File: config.mk
export PLATFORM = sky130hd
export DESIGN_NAME = rr_dec_arbiter_flat
export DESIGN_NICKNAME = d
export VERILOG_FILES = /design/src/rtl/rr_dec_arbiter_pkg.sv /design/src/rtl/rr_dec_arbiter_if.sv /design/src/rtl/rr_dec_arbiter_dec2to4_l.sv /design/src/rtl/rr_dec_arbiter.sv /design/src/flat_wrapper.sv
export SDC_FILE = /design/constraint.sdc
export NUM_CORES = 1
export LEC_CHECK = 0
export CAP_MARGIN = 20
export CORE_ASPECT_RATIO = 1.75
export CORE_MARGIN = 2
export CORE_UTILIZATION = 46
export DETAILED_ROUTE_END_ITERATION = 6
export PLACE_DENSITY = 0.75
export SETUP_SLACK_MARGIN = 0.4
export SLEW_MARGIN = 20
export SYNTH_ARGS = -nofsm -noshare
export SYNTH_HDL_FRONTEND = slang
export SYNTH_SLANG_ARGS = --single-unit
File: constraint.sdc
create_clock -name CLK -period 1.6 [get_ports CLK]
set_clock_uncertainty 0.1 [all_clocks]
set_input_delay 0.16 -clock CLK [delete_from_list [all_inputs] [get_ports CLK]]
set_output_delay 0.16 -clock CLK [all_outputs]
set_load 0.01 [all_outputs]
File: src/rtl/rr_dec_arbiter_pkg.sv
// Shared constants and helpers for the round-robin decoder arbiter.
package rr_dec_pkg;

  localparam int NREQ = 4;

  // Arbiter FSM state encoding.
  localparam logic [1:0] ST_IDLE  = 2'd0;
  localparam logic [1:0] ST_GRANT = 2'd1;
  localparam logic [1:0] ST_GAP   = 2'd2;

  // Rotate-priority find-first: returns the first set bit of req when
  // scanning ptr, ptr+1, ... modulo 4. Returns ptr when req is empty
  // (callers only use the result when req != 0).
  function automatic logic [1:0] rr_next(input logic [NREQ-1:0] req,
                                         input logic [1:0]      ptr);
    logic [1:0] win;
    logic [1:0] cand;
    win = ptr;
    // Scan from the farthest offset down so the nearest hit wins last.
    for (int i = NREQ - 1; i >= 0; i--) begin
      cand = ptr + 2'(i);
      if (req[cand]) begin
        win = cand;
      end
    end
    return win;
  endfunction

endpackage

File: src/rtl/rr_dec_arbiter_if.sv
// Request/grant bundle between the agents and the arbiter.
//
// Signalling: REQ is a level per agent, held high for as long as the agent
// wants the resource; it is its own "valid" and is only dropped by the agent.
// The arbiter answers with G_L low plus index {B,A}; this acts as "ready"
// for exactly the agent whose REQ bit matches {B,A}. DONE is a one-cycle
// release strobe from the granted agent and is ignored when no grant is
// active. Y_L is the one-cold active-low decode of {G_L,B,A}. BUSY covers
// the grant and the one-cycle break gap; TIMEOUT pulses once after a forced
// release.
interface rr_dec_arbiter_if;
  import rr_dec_pkg::*;

  logic [NREQ-1:0] REQ;
  logic            DONE;
  logic            G_L;
  logic            A;
  logic            B;
  logic [3:0]      Y_L;
  logic            BUSY;
  logic            TIMEOUT;

  // Agent side drives requests and release.
  modport master (
    output REQ, DONE,
    input  G_L, A, B, Y_L, BUSY, TIMEOUT
  );

  // Arbiter side.
  modport slave (
    input  REQ, DONE,
    output G_L, A, B, Y_L, BUSY, TIMEOUT
  );

endinterface

File: src/rtl/rr_dec_arbiter_dec2to4_l.sv
// Active-low enable 2-to-4 decoder with one-cold active-low outputs.
module dec2to4_l (
  input  logic       g_l,
  input  logic       a,
  input  logic       b,
  output logic [3:0] y_l
);

  // Pure decode: all high while disabled, else only Y_L[{b,a}] low.
  always_comb begin
    y_l = 4'b1111;
    if (!g_l) begin
      case ({b, a})
        2'd0:    y_l = 4'b1110;
        2'd1:    y_l = 4'b1101;
        2'd2:    y_l = 4'b1011;
        default: y_l = 4'b0111;
      endcase
    end
  end

endmodule

File: src/rtl/rr_dec_arbiter.sv
// Four-requester round-robin arbiter driving one half of a dual 2-to-4
// active-low decoder. Grants are held until DONE, request drop or the
// MAX_HOLD limit, and every release is followed by a one-cycle gap.
module rr_dec_arbiter
  import rr_dec_pkg::*;
#(
  parameter int MAX_HOLD = 8,
  parameter int HOLD_W   = 8
) (
  input  logic              CLK,
  input  logic              RESET,
  rr_dec_arbiter_if.slave   bus,
  output logic [1:0]        dbg_state,
  output logic [1:0]        dbg_ptr
);

  // Last hold count value before a forced release.
  localparam logic [HOLD_W-1:0] HOLD_LAST = HOLD_W'(MAX_HOLD - 1);

  logic [1:0]        state, state_n;
  logic [1:0]        ptr, ptr_n;
  logic [1:0]        idx, idx_n;
  logic [HOLD_W-1:0] hold_cnt, hold_cnt_n;
  logic              timeout_q, timeout_n;
  logic              g_l;
  logic              busy;
  logic              hit_limit;
  logic              release_now;

  assign hit_limit   = (hold_cnt == HOLD_LAST);
  assign release_now = bus.DONE || !bus.REQ[idx] || hit_limit;

  // State register: FSM state, priority pointer, winner index, hold count.
  always_ff @(posedge CLK) begin
    if (RESET) begin
      state     <= ST_IDLE;
      ptr       <= 2'd0;
      idx       <= 2'd0;
      hold_cnt  <= '0;
      timeout_q <= 1'b0;
    end else begin
      state     <= state_n;
      ptr       <= ptr_n;
      idx       <= idx_n;
      hold_cnt  <= hold_cnt_n;
      timeout_q <= timeout_n;
    end
  end

  // Next-state logic: arbitrate in IDLE, watch release causes in GRANT.
  always_comb begin
    state_n    = state;
    ptr_n      = ptr;
    idx_n      = idx;
    hold_cnt_n = hold_cnt;
    timeout_n  = 1'b0;
    case (state)
      ST_IDLE: begin
        if (bus.REQ != '0) begin
          idx_n      = rr_next(bus.REQ, ptr);
          hold_cnt_n = '0;
          state_n    = ST_GRANT;
        end
      end
      ST_GRANT: begin
        hold_cnt_n = hold_cnt + 1'b1;
        if (release_now) begin
          state_n   = ST_GAP;
          ptr_n     = idx + 2'd1;
          // Only a pure limit expiry counts as a timeout.
          timeout_n = hit_limit && !bus.DONE && bus.REQ[idx];
        end
      end
      ST_GAP: begin
        state_n = ST_IDLE;
      end
      default: begin
        state_n = ST_IDLE;
      end
    endcase
  end

  // Output logic: enable low only in GRANT, BUSY across GRANT and GAP.
  always_comb begin
    g_l  = (state != ST_GRANT);
    busy = (state == ST_GRANT) || (state == ST_GAP);
  end

  dec2to4_l u_dec (
    .g_l (g_l),
    .a   (idx[0]),
    .b   (idx[1]),
    .y_l (bus.Y_L)
  );

  assign bus.G_L     = g_l;
  assign bus.A       = idx[0];
  assign bus.B       = idx[1];
  assign bus.BUSY    = busy;
  assign bus.TIMEOUT = timeout_q;
  assign dbg_state   = state;
  assign dbg_ptr     = ptr;

endmodule

File: src/flat_wrapper.sv
// flat-port wrapper written by rule: the top's interface ports become plain ports
module rr_dec_arbiter_flat import rr_dec_pkg::*;
#(
  parameter int MAX_HOLD = 8,
  parameter int HOLD_W   = 8
)
  (CLK, RESET, dbg_state, dbg_ptr, bus_REQ, bus_DONE, bus_G_L, bus_A, bus_B, bus_Y_L, bus_BUSY, bus_TIMEOUT);
  rr_dec_arbiter_if bus_i ();
  input  logic CLK;
  input  logic RESET;
  output logic [1:0] dbg_state;
  output logic [1:0] dbg_ptr;
  input wire logic [$bits(bus_i.REQ)-1:0] bus_REQ;
  input wire logic [$bits(bus_i.DONE)-1:0] bus_DONE;
  output wire logic [$bits(bus_i.G_L)-1:0] bus_G_L;
  output wire logic [$bits(bus_i.A)-1:0] bus_A;
  output wire logic [$bits(bus_i.B)-1:0] bus_B;
  output wire logic [$bits(bus_i.Y_L)-1:0] bus_Y_L;
  output wire logic [$bits(bus_i.BUSY)-1:0] bus_BUSY;
  output wire logic [$bits(bus_i.TIMEOUT)-1:0] bus_TIMEOUT;
  assign bus_i.REQ = bus_REQ;
  assign bus_i.DONE = bus_DONE;
  assign bus_G_L = bus_i.G_L;
  assign bus_A = bus_i.A;
  assign bus_B = bus_i.B;
  assign bus_Y_L = bus_i.Y_L;
  assign bus_BUSY = bus_i.BUSY;
  assign bus_TIMEOUT = bus_i.TIMEOUT;
  rr_dec_arbiter #(.MAX_HOLD(MAX_HOLD), .HOLD_W(HOLD_W)) u_core (.CLK(CLK), .RESET(RESET), .bus(bus_i), .dbg_state(dbg_state), .dbg_ptr(dbg_ptr));
endmodule
======== Word level (Yosys, flattened, before mapping) ========
Cells that the tools add are included.
operators by class
  add/subtract/negate cells ............... 5
  magnitude comparators ................... 5
  equal/unequal tests ..................... 8
  muxes and demuxes ....................... 21
  bitwise logic cells ..................... 2
  reduce and logical (&&, ||, !) cells .... 16
operator list
  cell                                                        count
  one-hot mux 8 bit (2 select lines)                          1
  less-than comparator 2 x 3 -> 1 bit, second input constant  5
  2-to-1 mux 2 bit                                            6
  one-hot mux 4 bit (3 select lines)                          1
  binary-select mux 1 bit (select 2 bit)                      5
  adder 8 x 1 -> 8 bit, second input constant                 1
  equality test 8 x 3 -> 1 bit, second input constant         1
  2-to-1 mux 8 bit                                            1
  AND reduction 2 bit                                         4
  != test 2 x 1 -> 1 bit, second input constant               3
  2-to-1 mux 1 bit                                            5
  adder 2 x 1 -> 2 bit, second input constant                 2
  adder 2 bit, second input constant                          2
  equality test 2 x 1 -> 1 bit, second input constant         2
  equality test 2 bit, second input constant                  2
  logical NOT 2 bit                                           2
  2-to-1 mux 4 bit                                            1
  one-hot mux 2 bit (2 select lines)                          1
  nonzero test 4 bit                                          1
  logical OR 1 bit                                            3
  OR reduction 3 bit                                          1
  logical AND 1 bit                                           2
  logical NOT 1 bit                                           2
  inverter 1 bit                                              2
  nonzero test 2 bit                                          1
word-level totals
  register bits after elaboration ......... 15
  output and inout bits ................... 13
  word-level logic and storage cells ...... 62

======== Depth between registers and ports, before layout ========
Gate-level depths: netlist of run 1.
  depth in word-level cells ............... 7
  gate-level depth with buffers ........... 7
  mapped depth without buffers ............ 6

======== Hierarchy ========
From an unflattened synthesis of run 1, not the netlist that was laid out.
second synthesis, totals
  cells, all modules ...................... 107
  area total of the unflattened synthesis .. 925.9 um^2
by module, submodules not included
  module          instances  cells each  area an instance (um^2)
  rr_dec_arbiter  1          103         894.6
  dec2to4_l       1          4           31.3

======== Least setup slack after synthesis of run 1 ========
Ideal clock, no wire load.
  path kind ............................... reg2reg
  start point ............................. register u_core.state[1], in the netlist u_core.dbg_state[1]
  end point ............................... register u_core.state[0], in the netlist u_core.dbg_state[0]
  library setup time ...................... 0.133 ns
  arrival time ............................ 1.583 ns
  data required time ...................... 1.367 ns
  path slack .............................. -0.216 ns
  cell stages (with the launch flop) ...... 7
  period minus slack after synthesis ...... 1.816 ns
  cell sequence ........................... dfxtp_1 -> inv_1 -> ha_1 -> or3b_2 -> o32ai_1 -> mux2i_1 -> o221ai_1
between the ends
  word-level cells in the longest chain between the ends .. 3
  elaborated cells between the ends (all ways) .. 6
  those cells by class .................... eq/ne (3); mux (1); reduce/logical (2)
RTL lines
  what                                                                      RTL line              text
  start: declaration                                                        rr_dec_arbiter.sv:20  logic [1:0] state, state_n;
  start signal: assignment                                                  rr_dec_arbiter.sv:42  state <= state_n;
  equality test 2 x 1 -> 1 bit / logical NOT 2 bit (equally long branches)  rr_dec_arbiter.sv:57  case (state)
  != test 2 x 1 -> 1 bit (no source line)                                   n/a
  AND reduction 2 bit (no source line)                                      n/a
Several ways; a longest one is shown, not always the timed one.
A chain may end at the register's enable or synchronous reset.

======== Worst setup path in the final report of run 1 ========
Same ends and word-level chain as after synthesis.

==> summary.md, run 1 <==
| Metric | Value |
|---|---|
| Status | `complete, but fails checks` |
| Failing checks | `setup timing` |
| Post-synth top area share | `28.2%` |
| Slew HR | `80.9%` |
| CP required | `1.63 ns` |
| MaxCap Viol Count | `0` |
| Final Non-Filler Cells | `200` |
| WHS | `0.364 ns` |
| Multi-input logic area | `862 sq um` |
| Commonest cells in the netlist | `dfxtp_1, nor2_1, nand2_1` |
| Post-synth EDFFs | `0` |
| Post-synth ARST share | `0%` |
| CORE AREA | `2240 sq um` |
| Die Width | `40.3 microns` |
| Area leader, netlist | `dfxtp_1` |
| Num CTS Buffers | `3` |
| Final setup viols | `11` |
| CP endpoint kind | `flop` |
| Syn Area/Cell | `8.65 sq um` |
| Placed cells | `177` |
| CTS tree | `built` |
| Prevailing post-synth register cell | `dfxtp_1` |
| Hpwl dp | `2.08 mm` |
| Mapped Cells | `123` |
| Leak | `0.715 nW` |
| DRT iter0 DRCs | `23` |
| Post-synthesis register bit count | `15` |
| Final Hold Viols | `0` |
| Routed vias | `1133` |
| Die Ht | `67.6 microns` |
| Drt first pass iters | `4` |
| Seq. cell area | `324 sq um` |
| Crit path launch type | `flop` |
| PortBufs | `19` |
| Least-Margin Pin Slew | `0.284 ns` |
| Crit Path Category | `flop to flop` |
| RSZ-0062 raised after global routing | `yes` |
| Clk Latency, worst-skew pair | `0.25 ns` |
| Vias in the first global route | `1031` |
| Filler cell count | `145` |
| Ys Warns | `0` |
| Worst-path clk slew | `0.06 ns` |
| GRT Total Usage | `24.5%` |
| Final Cycle Share | `106%` |
| Largest cells by area after synthesis | `dfxtp_1, ha_1, a2111oi_4` |
| First-pass GRT wire length | `4.55 mm` |
| Routed WL | `3.19 mm` |
| Final Max Tran Viols | `0` |
| CTS Buffer Depth | `2` |
| Max Freq | `589 MHz` |
| VDD IR max | `0.867 mV` |
| Largest net degree at the start of global routing | `12` |
| Post-synth cell types | `39` |
| Crit path DAT | `1.73 ns` |
| Post-Syn Area | `1060 sq um` |
| CTS H-tree depth | `1` |
| Initial antenna violation count | `0` |
| Worst-path fanout max | `5` |
| Hold Crit Class | `primary input to flop` |
| Post-DR vias/cell | `5.67` |
| Seq/Total Area, Yosys | `28.2%` |
| Initial Utilization | `47.4%` |
| Final ANT Viol Nets | `0` |
| Pwr dens | `915 nW/um^2` |
| Share of cells above drive strength 1 | `48.6%` |
| Wire per inst | `16.0 microns` |
| Number of diodes | `0` |
| Gr ovfl total | `0` |
| RePlAce Congestion | `0.847` |
| Final Worst Setup Slack | `-0.0986 ns` |
| Nets | `191` |
| # IOs | `20` |
| Die area | `2730 sq um` |
| DRC errors left | `0` |
| # clock sinks | `15` |
| Area grow syn2layout | `67.4%` |
| Count leader, synth | `dfxtp_1` |
| Syn Nets | `138` |
| Min Tclk post-route | `1.70 ns` |
| Clk root buf | `clkbuf_8` |
| # rows | `23` |
-- flip-flops by register name, indices dropped and copies added (netlist names) --
| register | count |
|---|---|
| u_core.bus.TIMEOUT | 1 |
| u_core.dbg_ptr | 2 |
| u_core.dbg_state | 2 |
| u_core.hold_cnt | 8 |
| u_core.idx | 2 |
-- cells in the final DEF, fill, tap and decap left out, drive strengths merged, types with 2 or more instances in the layout --
cell | synthesis | layout
buf | 2 | 41
dfxtp | 15 | 15
nor2 | 13 | 13
nand2 | 12 | 12
inv | 10 | 10
a21oi | 8 | 8
ha | 8 | 8
dlygate4sd2 | 0 | 7
xnor2 | 6 | 6
a211oi | 5 | 5
nand2b | 4 | 4
clkbuf | 2 | 4
o21ai | 4 | 4
a2111oi | 3 | 3
nor3 | 3 | 3
mux2i | 3 | 3
clkdlybuf4s15 | 0 | 3
nand3 | 2 | 2
o221ai | 2 | 2
-- layout make-up --
cell class | instances | area share, %
clock buffer | 3 | 2.32
sequential | 15 | 18.2
multi-input combinational | 93 | 48.4
tap | 25 | 1.76
timing repair buffer | 53 | 26.5
clock inverter | 1 | 0.281
inverter | 10 | 2.53
-- per-stage QoR --
| step | TNS, ns | power, mW | cell area (sq um) | util (%) | worst slack (ns) |
|---|---|---|---|---|---|
| after detailed placement | -2.62 | 1.10 | 1460 | 65.1 | -0.289 |
| after CTS | -0.134 | 1.51 | 1650 | 73.5 | -0.0812 |
| after floorplan | 0 | 0.846 | 1170 | - | 0.00276 |
| final | -0.276 | 1.63 | 1780 | 79.3 | -0.0986 |
| after global placement | -2.48 | 1.08 | 1460 | 65.1 | -0.282 |
| after global routing | -0.891 | 1.73 | 1780 | 79.3 | -0.140 |
-- power by group --
group | total, mW | switching (mW) | internal [mW]
registers | 0.472 | 0.0535 | 0.418
clock network | 0.311 | 0.138 | 0.173
logic | 0.846 | 0.411 | 0.435
total | 1.63 | 0.603 | 1.03
-- kinds of logic (layout without fill, tap and decap cells) --
family	count (synthesis)	in the layout	share of synthesized area (%)
xor+xnor	6	6	4.94
simple gates	44	44	21.5
buf+inv	15	67	6.47
mux	3	3	2.82
flops	15	15	28.2
fa+ha+maj	8	8	9.41
compound gates	32	32	26.6
-- what timing repair did --
action,CTS,global route
hold buffers,0,0
endpoints found under the setup margin,28,25
setup buffers,13,6
pin swaps,7,20
gates cloned,0,0
endpoints found under the hold margin,0,0
gates resized for setup,66,24
-- worst paths after layout --
| path | from | endpoint | slack [ns] | cells after the start |
|---|---|---|---|---|
| max | u_core.dbg_state[1] | u_core.dbg_state[0] | -0.1 | 6 |
| min | bus_REQ[1] | u_core.idx[1] | 0.36 | 3 |
| max reg2reg | u_core.dbg_state[1] | u_core.dbg_state[0] | -0.1 | 6 |
| min reg2reg | u_core.dbg_ptr[0] | u_core.dbg_ptr[0] | 0.39 | 2 |
-- layer usage --
layer  track usage, %  share of wire, %  wire length, microns  vias to the layer above
met5                0                 0                     0                        -
met4             13.3               4.9                   157                        0
met3             3.29               3.0                    96                       17
met2             45.6                58                  1840                       31
met1             23.3                34                  1100                      539
li1                 -                 -                     -                      546
-- critical path, cell delays in order, from the launching register on --
cell	delay, ns
dfxtp_4	0.35
inv_4	0.07
ha_4	0.18
or3b_4	0.40
o32ai_4	0.12
mux2i_1	0.24
o221ai_1	0.12
Power figures use the tool's default switching activity.
==> run 2: changes to the inputs <==
--- a/config.mk
+++ b/config.mk
@@ -6,12 +6,12 @@
 export NUM_CORES = 1
 export LEC_CHECK = 0
 export CAP_MARGIN = 20
-export CORE_ASPECT_RATIO = 1.75
 export CORE_MARGIN = 2
 export CORE_UTILIZATION = 46
 export DETAILED_ROUTE_END_ITERATION = 6
 export PLACE_DENSITY = 0.75
 export SETUP_SLACK_MARGIN = 0.4
+export SKIP_LAST_GASP = 1
 export SLEW_MARGIN = 20
 export SYNTH_ARGS = -nofsm -noshare
 export SYNTH_HDL_FRONTEND = slang
==> constraint.sdc (replaced) <==
create_clock -name CLK -period 1.6 [get_ports CLK]
set_clock_uncertainty 0.1 [all_clocks]
set_input_delay 0.16 -clock CLK [delete_from_list [all_inputs] [get_ports CLK]]
set_output_delay 0.16 -clock CLK [all_outputs]
set_load 0.05 [all_outputs]
==> summary.md, run 2 (same netlist as run 1, synthesis figures left out) <==
| Metric | Value |
|---|---|
| Worst reg2reg path depth | `6` |
| Number of flip-flops in the largest register | `8` |
| Largest net degree at the start of global routing | `10` |
| Hold Crit Start | `bus_REQ[0]` |
| Worst R2R Start | `u_core.dbg_state[1]` |
| Placed cell areas | `1530 sq um` |
| MaxCap Viol Count | `0` |
| Min Tclk post-route | `1.71 ns` |
| Status | `complete, but fails checks` |
| Hpwl dp | `1.98 mm` |
| CTS H-tree depth | `1` |
| Dpl ws | `-0.247 ns` |
| VDD IR max | `0.583 mV` |
| Reg2reg end | `u_core.dbg_state[0]` |
| RePlAce Congestion | `0.829` |
| Num CTS Buffers | `3` |
| Design area | `1790 sq um` |
| RSZ-0062 raised after global routing | `yes` |
| DRT iter0 DRCs | `37` |
| Leak | `0.740 nW` |
| Max Freq | `584 MHz` |
| CTS tree | `built` |
| GRT Total Usage | `23.6%` |
| Routed WL | `3.27 mm` |
| Crit Path Category | `flop to primary output` |
| First-pass GRT wire length | `4.69 mm` |
| Filler cell count | `134` |
| CORE AREA | `2190 sq um` |
| Final Cycle Share | `107%` |
| Share of cells above drive strength 1 | `50.6%` |
| DRC errors left | `0` |
| Hold endpoint | `u_core.idx[1]` |
| Initial antenna violation count | `0` |
| Initial Utilization | `48.5%` |
| Final setup viols | `6` |
| Final Worst Setup Slack | `-0.112 ns` |
| Clk Latency, worst-skew pair | `0.29 ns` |
| CP required | `1.34 ns` |
| Crit path DAT | `1.45 ns` |
| Wire per inst | `16.4 microns` |
| Commonest non-fill, non-tap cell in the layout | `buf_4` |
| Die Ht | `52.1 microns` |
| Nets | `188` |
| # clock sinks | `15` |
| Number of diodes | `0` |
| Crit path launch type | `flop` |
| # IOs | `20` |
| Worst-path clk slew | `0.10 ns` |
| Post-DR vias/cell | `5.63` |
| CTS Buffer Depth | `2` |
| Final Max Tran Viols | `0` |
| Routed vias | `1125` |
| Failing checks | `setup timing` |
| Die Width | `52.1 microns` |
| Largest reg by FF count | `u_core.hold_cnt` |
| Worst hold stages | `4` |
| Least-Margin Pin Slew | `0.382 ns` |
| CP endpoint kind | `primary output` |
| Pwr dens | `1010 nW/um^2` |
| Final ANT Viol Nets | `0` |
| Slew HR | `74.5%` |
| Worst-path fanout max | `4` |
| Worst R2R Setup Slack | `-0.11 ns` |
| Gr ovfl total | `0` |
| Die area | `2710 sq um` |
| Final Hold Viols | `0` |
| # rows | `17` |
| Total Power | `1.82 mW` |
| Most frequent cells in the layout | `buf_4, nor2_1, a21oi_1` |
| PortBufs | `19` |
| Hold Crit Class | `primary input to flop` |
| Clk root buf | `clkbuf_4` |
| Drt first pass iters | `4` |
| Area grow syn2layout | `68.4%` |
| Vias in the first global route | `1112` |
## run 2: worst max-delay path by stage
stage                     cells after the start                start                   to  slack (ns)
after floorplan                               6  u_core.dbg_state[1]  u_core.dbg_state[0]       -0.05
final                                         7  u_core.dbg_state[1]              bus_G_L       -0.11
after global routing                          6  u_core.dbg_state[1]  u_core.dbg_state[0]       -0.16
after detailed placement                      7           bus_REQ[1]  u_core.dbg_state[0]       -0.25
after global placement                        5           bus_REQ[1]  u_core.dbg_state[1]       -0.24
after CTS                                     6  u_core.dbg_state[1]  u_core.dbg_state[0]       -0.06
## run 2: metrics by stage
step | cells | TNS, ns | hold WS [ns] | util (%)
final | 200 | -0.278 | 0.402 | 81.7
after global routing | 200 | -0.708 | 0.432 | 81.7
after CTS | 197 | -0.135 | 0.398 | 77.4
after detailed placement | 186 | -2.71 | 0.378 | 70.0
after global placement | 186 | -2.73 | 0.367 | 70.0
after floorplan | 123 | -0.196 | 0.239 | -
## run 2: cell type report
| type | count | area (sq um) | area share [%] |
|---|---|---|---|
| multi-input cells | 93 | 852 | 47.6 |
| inverters | 10 | 50.0 | 2.80 |
| repair buffers | 50 | 505 | 28.2 |
| clock buffers | 3 | 22.5 | 1.26 |
| flip-flops and latches | 15 | 320 | 17.9 |
| well taps | 28 | 35.0 | 1.96 |
| clock inverters | 1 | 5.00 | 0.280 |
## run 2: repair_timing
item | in CTS | in global routing
setup buffers | 7 | 3
hold buffers | 0 | 0
pin swaps | 2 | 13
gates resized for setup | 26 | 19
setup endpoints to repair | 22 | 22
## run 2: routing by layer
layer | part of all wire, % | GRT usage, %
met3 | 5.0 | 4.89
met1 | 43 | 26.7
met5 | 0 | 0
met2 | 51 | 42.0
met4 | 0.76 | 10.5
## run 2: critical path: stages, from the launching register on
cell and delay, ns:
dfxtp_4 0.38, inv_6 0.04, ha_4 0.17, buf_4 0.13, buf_4 0.13, buf_6 0.12, inv_6 0.06, buf_12 0.13
## run 2: where the power goes
group	switching [mW]	internal [mW]
clock network	0.141	0.0929
logic	0.599	0.512
registers	0.0539	0.419
total	0.794	1.02
==> edit, RTL diff (flow settings as in run 2) <==
`HOLD_W` is set to 8 in 2 places; all go to 7.
--- a/src/rtl/rr_dec_arbiter.sv
+++ b/src/rtl/rr_dec_arbiter.sv
@@ -6,5 +6,5 @@
 #(
   parameter int MAX_HOLD = 8,
-  parameter int HOLD_W   = 8
+  parameter int HOLD_W   = 7
 ) (
   input  logic              CLK,
--- a/src/flat_wrapper.sv
+++ b/src/flat_wrapper.sv
@@ -3,5 +3,5 @@
 #(
   parameter int MAX_HOLD = 8,
-  parameter int HOLD_W   = 8
+  parameter int HOLD_W   = 7
 )
   (CLK, RESET, dbg_state, dbg_ptr, bus_REQ, bus_DONE, bus_G_L, bus_A, bus_B, bus_Y_L, bus_BUSY, bus_TIMEOUT);
Formal check against the unedited RTL: no difference found for any inputs over 10 cycles, from zero or initial values and one cycle with RESET high; that may be too few to reach the edited logic, so the function may still have changed.
==> edit against run 2 <==
The flow now stops in global routing; synthesized cell count shrank 14%; area after synthesis shrank 16%.
==> edit: results (changes against run 2) <==
Outcome
  • Status: stopped before the end
  • Failing step: global routing
  • Error message: [ERROR DPL-0033] detailed placement checks failed during check placement.

Yosys
  • Primary FF master, synth: dfxtp_1
  • Post-synthesis mux area share: 0.06853 (+0.04030)
  • Yosys reg bits: 14 (-1)
  • Cell variety after synth: 32 (-18%)
  • Synthesized-area fraction occupied by adder cells: 0.1119 (+0.01777)
  • Post-synth top area share: 0.3133 (+0.03093)
  • Syn Inst Count: 106 (-14%)
  • Compound-cell area share of the yosys netlist: 0.1888 (-0.07707)
  • Synth Area in XOR/XNOR: 0.02937 (-0.02004)
  • Synth Warn #: 0 (unchanged)
  • Asr flop ratio synth: 0 (unchanged)
  • Proportion of synthesized chip area in sequential cells: 0.3133 (+0.03093)
  • Post-synth top cells: 14 x dfxtp_1, 11 x nor2_1
  • Main combinational cell family by area after synthesis: simple AND/OR/NAND/NOR gates
  • Ranking of synthesized cells by area: dfxtp_1 31%, ha_1 11%, mux2i_1 5.6%
  • Syn nets: 121 (-12%)

Timing
  • Worst EP kind: register input
  • Worst endpoint, post-GRT repair: u_core.dbg_ptr[0]$_SDFFE_PP0P_/D

Place
  • Post-DP HPWL: 1.653 mm (-16%)
  • # port buffers: 19 (unchanged)
  • Place WS: -0.2382 ns (+0.008943 ns)
  • Placed cells: 163 (-12%)
  • Global placement routability congestion: 0.8460 (+2.0%)

Clocking
  • CTS H-tree depth: 1 (unchanged)
  • Clock Tree Buf Depth: 2 (unchanged)
  • Root buffer cell: clkbuf_4
  • CTS Buf Count: 3 (unchanged)

Global route
  • Largest net degree at the start of global routing: 15
  • Initial antenna violation count: 0
==> edit: kinds of logic after synthesis <==
group / after synthesis
AOI/OAI and AO/OA: 26
muxes: 6
buffers and inverters: 10
DFF: 14
and+or+nand+nor: 39
xor gates and xnor gates: 3
adders and majority gates: 8
==> edit: what timing repair did <==
item	4_1_cts
endpoints found under the setup margin	22
setup buffers	12
hold buffers	0
pin swaps	15
resized for setup	29
==> edit: per-stage QoR <==
| step | util | hold WS, ns | cell area (um2) |
|---|---|---|---|
| 2_1_floorplan | - | 0.2297 | 974.7 |
| 3_3_place_gp | 0.7495 | 0.3686 | 1336 |
| 3_5_place_dp | 0.7495 | 0.3914 | 1336 |
| 4_1_cts | 0.8772 | 0.4092 | 1564 |
